--- config.mk ---
export PLATFORM = sky130hd
export DESIGN_NAME = spi_slave_ctrl
export DESIGN_NICKNAME = d
export VERILOG_FILES = /design/src/rtl/spi_pkg.sv /design/src/rtl/spi_sync.sv /design/src/rtl/spi_slave_ctrl.sv
export SDC_FILE = /design/constraint.sdc
export NUM_CORES = 1
export LEC_CHECK = 0
export CORE_UTILIZATION = 50
export CTS_BUF_LIST = sky130_fd_sc_hd__clkbuf_2 sky130_fd_sc_hd__clkbuf_4 sky130_fd_sc_hd__clkbuf_8
export CTS_CLUSTER_DIAMETER = 50
export CTS_CLUSTER_SIZE = 20
export DETAILED_ROUTE_END_ITERATION = 7
export GPL_TIMING_DRIVEN = 0
export PLACE_DENSITY = 0.76
export REMOVE_ABC_BUFFERS = 1
export SYNTH_ARGS = -nofsm -noshare
export SYNTH_HDL_FRONTEND = slang
export SYNTH_SLANG_ARGS = --single-unit
--- constraint.sdc ---
create_clock -name clk -period 1.48 [get_ports clk]
set_clock_uncertainty 0.1 [all_clocks]
set_input_delay 0.148 -clock clk [delete_from_list [all_inputs] [get_ports clk]]
set_output_delay 0.148 -clock clk [all_outputs]
set_load 0.02 [all_outputs]
--- src/rtl/spi_pkg.sv ---
// Shared types and defaults for the SPI responder.
package spi_pkg;

    localparam int SPI_WIDTH_DEFAULT = 8;

    typedef enum logic {
        IDLE   = 1'b0,
        ACTIVE = 1'b1
    } spi_state_t;

endpackage

--- src/rtl/spi_sync.sv ---
// Two-flop synchronizer for one asynchronous input bit.
// RST_VAL is the idle line level, so leaving reset does not fake an edge.
module spi_sync #(
    parameter logic RST_VAL = 1'b0
) (
    input  logic clk,
    input  logic rst,
    input  logic din,
    output logic dout
);

    logic meta;

    // Two-stage capture of the asynchronous input.
    always_ff @(posedge clk or posedge rst) begin
        if (rst) begin
            meta <= RST_VAL;
            dout <= RST_VAL;
        end else begin
            meta <= din;
            dout <= meta;
        end
    end

endmodule

--- src/rtl/spi_slave_ctrl.sv ---
// Mode-0, MSB-first SPI responder oversampled by clk, with a one-entry
// transmit holding register and a one-cycle receive strobe.
//
// state  | meaning
// -------+-------------------------------------------------------------
// IDLE   | deselected; miso held 0, waiting for cs_n fall
// ACTIVE | selected; sclk rises shift mosi in, sclk falls shift miso out
module spi_slave_ctrl
    import spi_pkg::*;
#(
    parameter int WIDTH = SPI_WIDTH_DEFAULT
) (
    input  logic             clk,
    input  logic             rst,
    input  logic             sclk,
    input  logic             cs_n,
    input  logic             mosi,
    output logic             miso,
    input  logic [WIDTH-1:0] tx_data,
    input  logic             tx_valid,
    output logic             tx_ready,
    output logic [WIDTH-1:0] rx_data,
    output logic             rx_valid,
    output logic             busy,
    output logic             tx_underrun
);

    localparam int CW = (WIDTH > 1) ? $clog2(WIDTH) : 1;
    localparam logic [CW-1:0] LAST_BIT = CW'(WIDTH - 1);

    spi_state_t state_q, state_d;

    logic sclk_s, cs_s, mosi_s;
    logic sclk_d, cs_d;
    logic sclk_rise, sclk_fall, cs_fall, cs_rise;

    logic [CW-1:0]    bit_cnt;
    logic [WIDTH-1:0] tx_shift;
    logic [WIDTH-2:0] rx_shift;
    logic [WIDTH-1:0] rx_next;
    logic [WIDTH-1:0] hold_data;
    logic             hold_full;

    logic do_load, do_tx_shift, do_rx, do_abort, rx_last;

    spi_sync #(.RST_VAL(1'b0)) u_sync_sclk (.clk(clk), .rst(rst), .din(sclk), .dout(sclk_s));
    spi_sync #(.RST_VAL(1'b1)) u_sync_cs   (.clk(clk), .rst(rst), .din(cs_n), .dout(cs_s));
    spi_sync #(.RST_VAL(1'b0)) u_sync_mosi (.clk(clk), .rst(rst), .din(mosi), .dout(mosi_s));

    // Delayed copies of synced sclk/cs_n for edge detection.
    always_ff @(posedge clk or posedge rst) begin
        if (rst) begin
            sclk_d <= 1'b0;
            cs_d   <= 1'b1;
        end else begin
            sclk_d <= sclk_s;
            cs_d   <= cs_s;
        end
    end

    assign sclk_rise = sclk_s & ~sclk_d;
    assign sclk_fall = ~sclk_s & sclk_d;
    assign cs_fall   = ~cs_s & cs_d;
    assign cs_rise   = cs_s & ~cs_d;

    // State register.
    always_ff @(posedge clk or posedge rst) begin
        if (rst) state_q <= IDLE;
        else     state_q <= state_d;
    end

    // Next state and per-cycle actions; a cs_n edge masks any sclk edge.
    always_comb begin
        state_d     = state_q;
        do_load     = 1'b0;
        do_tx_shift = 1'b0;
        do_rx       = 1'b0;
        do_abort    = 1'b0;
        case (state_q)
            IDLE: begin
                if (cs_fall) begin
                    state_d = ACTIVE;
                    do_load = 1'b1;
                end
            end
            ACTIVE: begin
                if (cs_rise) begin
                    state_d  = IDLE;
                    do_abort = 1'b1;
                end else if (sclk_rise) begin
                    do_rx = 1'b1;
                end else if (sclk_fall) begin
                    if (bit_cnt == '0) do_load = 1'b1;
                    else               do_tx_shift = 1'b1;
                end
            end
            default: state_d = IDLE;
        endcase
    end

    assign rx_last = do_rx && (bit_cnt == LAST_BIT);
    assign rx_next = {rx_shift, mosi_s};

    // Bit counter: cleared at selection/deselection, wraps after a full word.
    always_ff @(posedge clk or posedge rst) begin
        if (rst) begin
            bit_cnt <= '0;
        end else if (do_abort || (state_q == IDLE && cs_fall)) begin
            bit_cnt <= '0;
        end else if (do_rx) begin
            bit_cnt <= rx_last ? '0 : bit_cnt + CW'(1);
        end
    end

    // Transmit shifter: load from holding register (zeros on underrun), shift, or clear.
    always_ff @(posedge clk or posedge rst) begin
        if (rst) begin
            tx_shift    <= '0;
            tx_underrun <= 1'b0;
        end else begin
            tx_underrun <= 1'b0;
            if (do_load) begin
                if (hold_full) begin
                    tx_shift <= hold_data;
                end else begin
                    tx_shift    <= '0;
                    tx_underrun <= 1'b1;
                end
            end else if (do_tx_shift) begin
                tx_shift <= {tx_shift[WIDTH-2:0], 1'b0};
            end else if (do_abort) begin
                tx_shift <= '0;
            end
        end
    end

    // Receive shifter and completed-word output with one-cycle strobe.
    always_ff @(posedge clk or posedge rst) begin
        if (rst) begin
            rx_shift <= '0;
            rx_data  <= '0;
            rx_valid <= 1'b0;
        end else begin
            rx_valid <= 1'b0;
            if (do_rx) begin
                rx_shift <= rx_next[WIDTH-2:0];
                if (rx_last) begin
                    rx_data  <= rx_next;
                    rx_valid <= 1'b1;
                end
            end
        end
    end

    // Holding register: a load empties it, a write fills it only when empty.
    always_ff @(posedge clk or posedge rst) begin
        if (rst) begin
            hold_full <= 1'b0;
            hold_data <= '0;
        end else if (do_load && hold_full) begin
            hold_full <= 1'b0;
        end else if (tx_valid && !hold_full) begin
            hold_full <= 1'b1;
            hold_data <= tx_data;
        end
    end

    assign tx_ready = ~hold_full;
    assign busy     = (state_q == ACTIVE);
    assign miso     = (state_q == ACTIVE) ? tx_shift[WIDTH-1] : 1'b0;

endmodule

==> metrics <==
register bit total from synthesis 46; worst setup path category reg -> reg; Placed Area 0.00216 mm2; total setup violations reported at the end of the flow 22; overall fraction of global-route tracks in use 0.191; Die Wd 63 um; unrepaired setup endpoints after global routing yes; top library cells by usage in the layout, fill and taps aside dfrtp_1, mux2_2, clkdlybuf4s50_1, dlygate4sd2_1; clock root buffer master clkbuf_8; clk sink count 46; setup slack of the critical path after layout -167 ps; growth of design area from synthesis to finish 32.2%; share of the core filled with cells in the final layout 0.715; Antenna diodes 0; sequential power share 0.535; mean instance size in the synthesized netlist 14.8 um2; minimum clock period approximately 1600 ps; DRC violations left 0; ordered list of cells on the worst path ha_2 > ha_4 > inv_2 > or2_4 > mux2_4; master of the slowest instance on the critical path dfrtp_1; required time of the worst setup path 1570 ps; number of failing hold endpoints at the final stage 0; Layout Nets 187; Clk network pwr share 0.271; number of warnings reported in the yosys synthesis log 0; first-pass GRT wire length roughly 5700 um; Die Outline Area about 0.0040 mm2; wire length reported by the detailed router 3380 um; height of the die 63 um; clock input transition at the sequential cells of the worst setup and hold paths roughly 80 ps; slew at the pin closest to its max-slew limit 911 ps; clock tree from TritonCTS done; maximum operating frequency 607 MHz; routed via count divided by cell count 5.21; switching power 862 uW; stage delay of the slowest cell on the critical path around 410 ps; Min-Delay Path Class in -> reg; power density over the cells 1350 mW/mm2; Max-Cap Viols 0; Remaining Overflow, GRT 0; share of synthesized area occupied by flip-flops and latches 0.621; failing checks setup timing; Power Total 3320 uW; count of cell types in the netlist 30; type of origin of the critical path flop; initial drt markers between 50 and 60; average wire per cell in the routed design roughly 16 um; design internal power 2460 uW; maximum number of pins on one net before global-route repair 47; post-synthesis instance total about 130; count of pins on the block boundary 27; CP Capture Type flop; number of buffers on the longest clock path 2; cts-stage hold buffer count 0; combinational power share 0.194; number of global-route vias before repair ~1200; area inside the core boundary between 0.003 and 0.004 mm2; final clock period utilization by the worst path 1.11; number of filler cells placed in the layout 235; finished layout cell area 0.00246 mm2; Max rail drop VDD a little over 0.8 mV; dpl ws -501 ps; outcome finished, violations left; worst path arrival time between 1500 and 2000 ps; DR vias 1130; number of cells traversed by the worst register-to-register path 5; post-synthesis cell area around 0.0019 mm2; number of levels in the clock H-tree 2; number of CTS-inserted buffers 5; number of search-and-repair iterations in the first detailed-routing pass 4; CP Max Fanout 5; count of antenna-violating nets left after detailed routing 0; share of total power consumed by net switching 0.260; Row Count 21; Initial Utilization 0.541; later-pin clock latency in the skew report 300 ps; GP Congestion about 0.78; PortBufs 26; slack of the worst reg-to-reg path -170 ps; max-slew violations 0; most common cell after layout, fill and taps aside dfrtp_1; normalized max-slew margin 0.392; fraction of final layout cells sized beyond drive strength 1 0.409; Hold Path Cell Cnt 1; initial antenna violation count 0; leakage power 0.00124 uW
[cells by family (layout without fill, tap and decap cells)]
kind of cell | count (synthesis) | in the layout | synth area share
AOI/OAI and AO/OA | 15 | 15 | 0.0666
adders and majority gates | 4 | 4 | 0.0256
buffers and inverters | 12 | 56 | 0.0289
DFF | 46 | 46 | 0.621
muxes | 24 | 24 | 0.161
and+or+nand+nor | 25 | 26 | 0.0975
[routing by layer]
metal  track usage  part of all wire  up-vias
met2         0.325              0.53       22
li1              -                 -      525
met3        0.0438             0.028       10
met4        0.0872             0.025        0
met5             0                 0        -
met1         0.227              0.42      573
[cell type report]
cell class / count / area [um2] / area share
Multi-Input combinational cell: 69 / 738 / 0.300
Timing Repair Buffer: 39 / 365 / 0.149
Inverter: 9 / 33.8 / 0.0137
Sequential cell: 46 / 1160 / 0.470
Clock buffer: 5 / 68.8 / 0.0280
Clock inverter: 3 / 40.0 / 0.0163
Tap cell: 46 / 57.6 / 0.0234
[sequential cells by signal, indices dropped and copies added, names as in the netlist]
signal	flops
u_sync_sclk.meta	1
busy	1
u_sync_mosi.dout	1
u_sync_sclk.dout	1
cs_d	1
tx_shift	8
sclk_d	1
bit_cnt	3
rx_shift	7
tx_underrun	1
u_sync_cs.dout	1
u_sync_mosi.meta	1
hold_data	8
rx_data	8
hold_full	1
rx_valid	1
u_sync_cs.meta	1
[repair_timing]
action                                  4_1_cts  5_1_grt
pin swaps                                     8        8
setup buffers                                12        3
endpoints found under the setup margin       47       30
hold endpoints to repair                      0        0
gates resized for setup                      29       13
gates cloned                                  1        0
[cell usage after synthesis, drive strengths merged]
| cell | instances | area (um2) |
|---|---|---|
| a22o | 1 | 8.76 |
| nand2 | 2 | 7.51 |
| mux2 | 23 | 289 |
| nand2b | 2 | 20.0 |
| dfstp | 3 | 78.8 |
| nor2 | 3 | 11.3 |
| maj3 | 1 | 10.0 |
| a221o | 7 | 70.1 |
| ha | 3 | 37.5 |
| nand4b | 1 | 23.8 |
| buf | 2 | 16.3 |
| clkbuf | 1 | 3.75 |
| mux2i | 1 | 10.0 |
| nor4b | 1 | 15.0 |
| or2 | 1 | 6.26 |
| nor3b | 1 | 7.51 |
| dfrtp | 43 | 1080 |
| a21o | 1 | 7.51 |
| or3 | 1 | 6.26 |
| a21oi | 4 | 23.8 |
| o21ai | 1 | 5.00 |
| nor2b | 3 | 18.8 |
| inv | 9 | 33.8 |
| and2 | 9 | 56.3 |
| or3b | 1 | 8.76 |
| o2111ai | 1 | 8.76 |
[final timing paths]
path | start | to
max | bit_cnt[1] | rx_data[6]
min | cs_n | u_sync_cs.meta
max reg2reg | bit_cnt[1] | rx_data[6]
min reg2reg | u_sync_sclk.meta | u_sync_sclk.dout
max in group asynchronous | rst | busy
min in group asynchronous | rst | rx_data[2]
[power by group through the flow]
stage               clock (uW)  sequential [uW]  combinational [uW]
global placement             0             1770                 549
global route               976             1820                 709
finish                     899             1770                 645
floorplan                    0             1730                 425
CTS                        926             1760                 632
detailed placement           0             1790                 580
[worst max-delay path, delay by kind of cell (launching register included)]
kind | cells | cell delay [ps]
flip-flops | 1 | 410
AND/OR/NAND/NOR | 1 | 290
buffers and inverters | 1 | 40
multiplexers | 1 | 310
adder cells (fa/ha/maj) | 2 | 400
[metrics by stage]
step                      TNS (ps)  hold WS (ps)  std cells
after floorplan              -3370          52.5        123
after global placement      -37580           233        195
after detailed placement    -10150           236        195
after CTS                    -2840           147        215
after global routing         -4500           139        217
final                        -2900           153        217
Note: power is estimated with default switching activity, not from simulation.
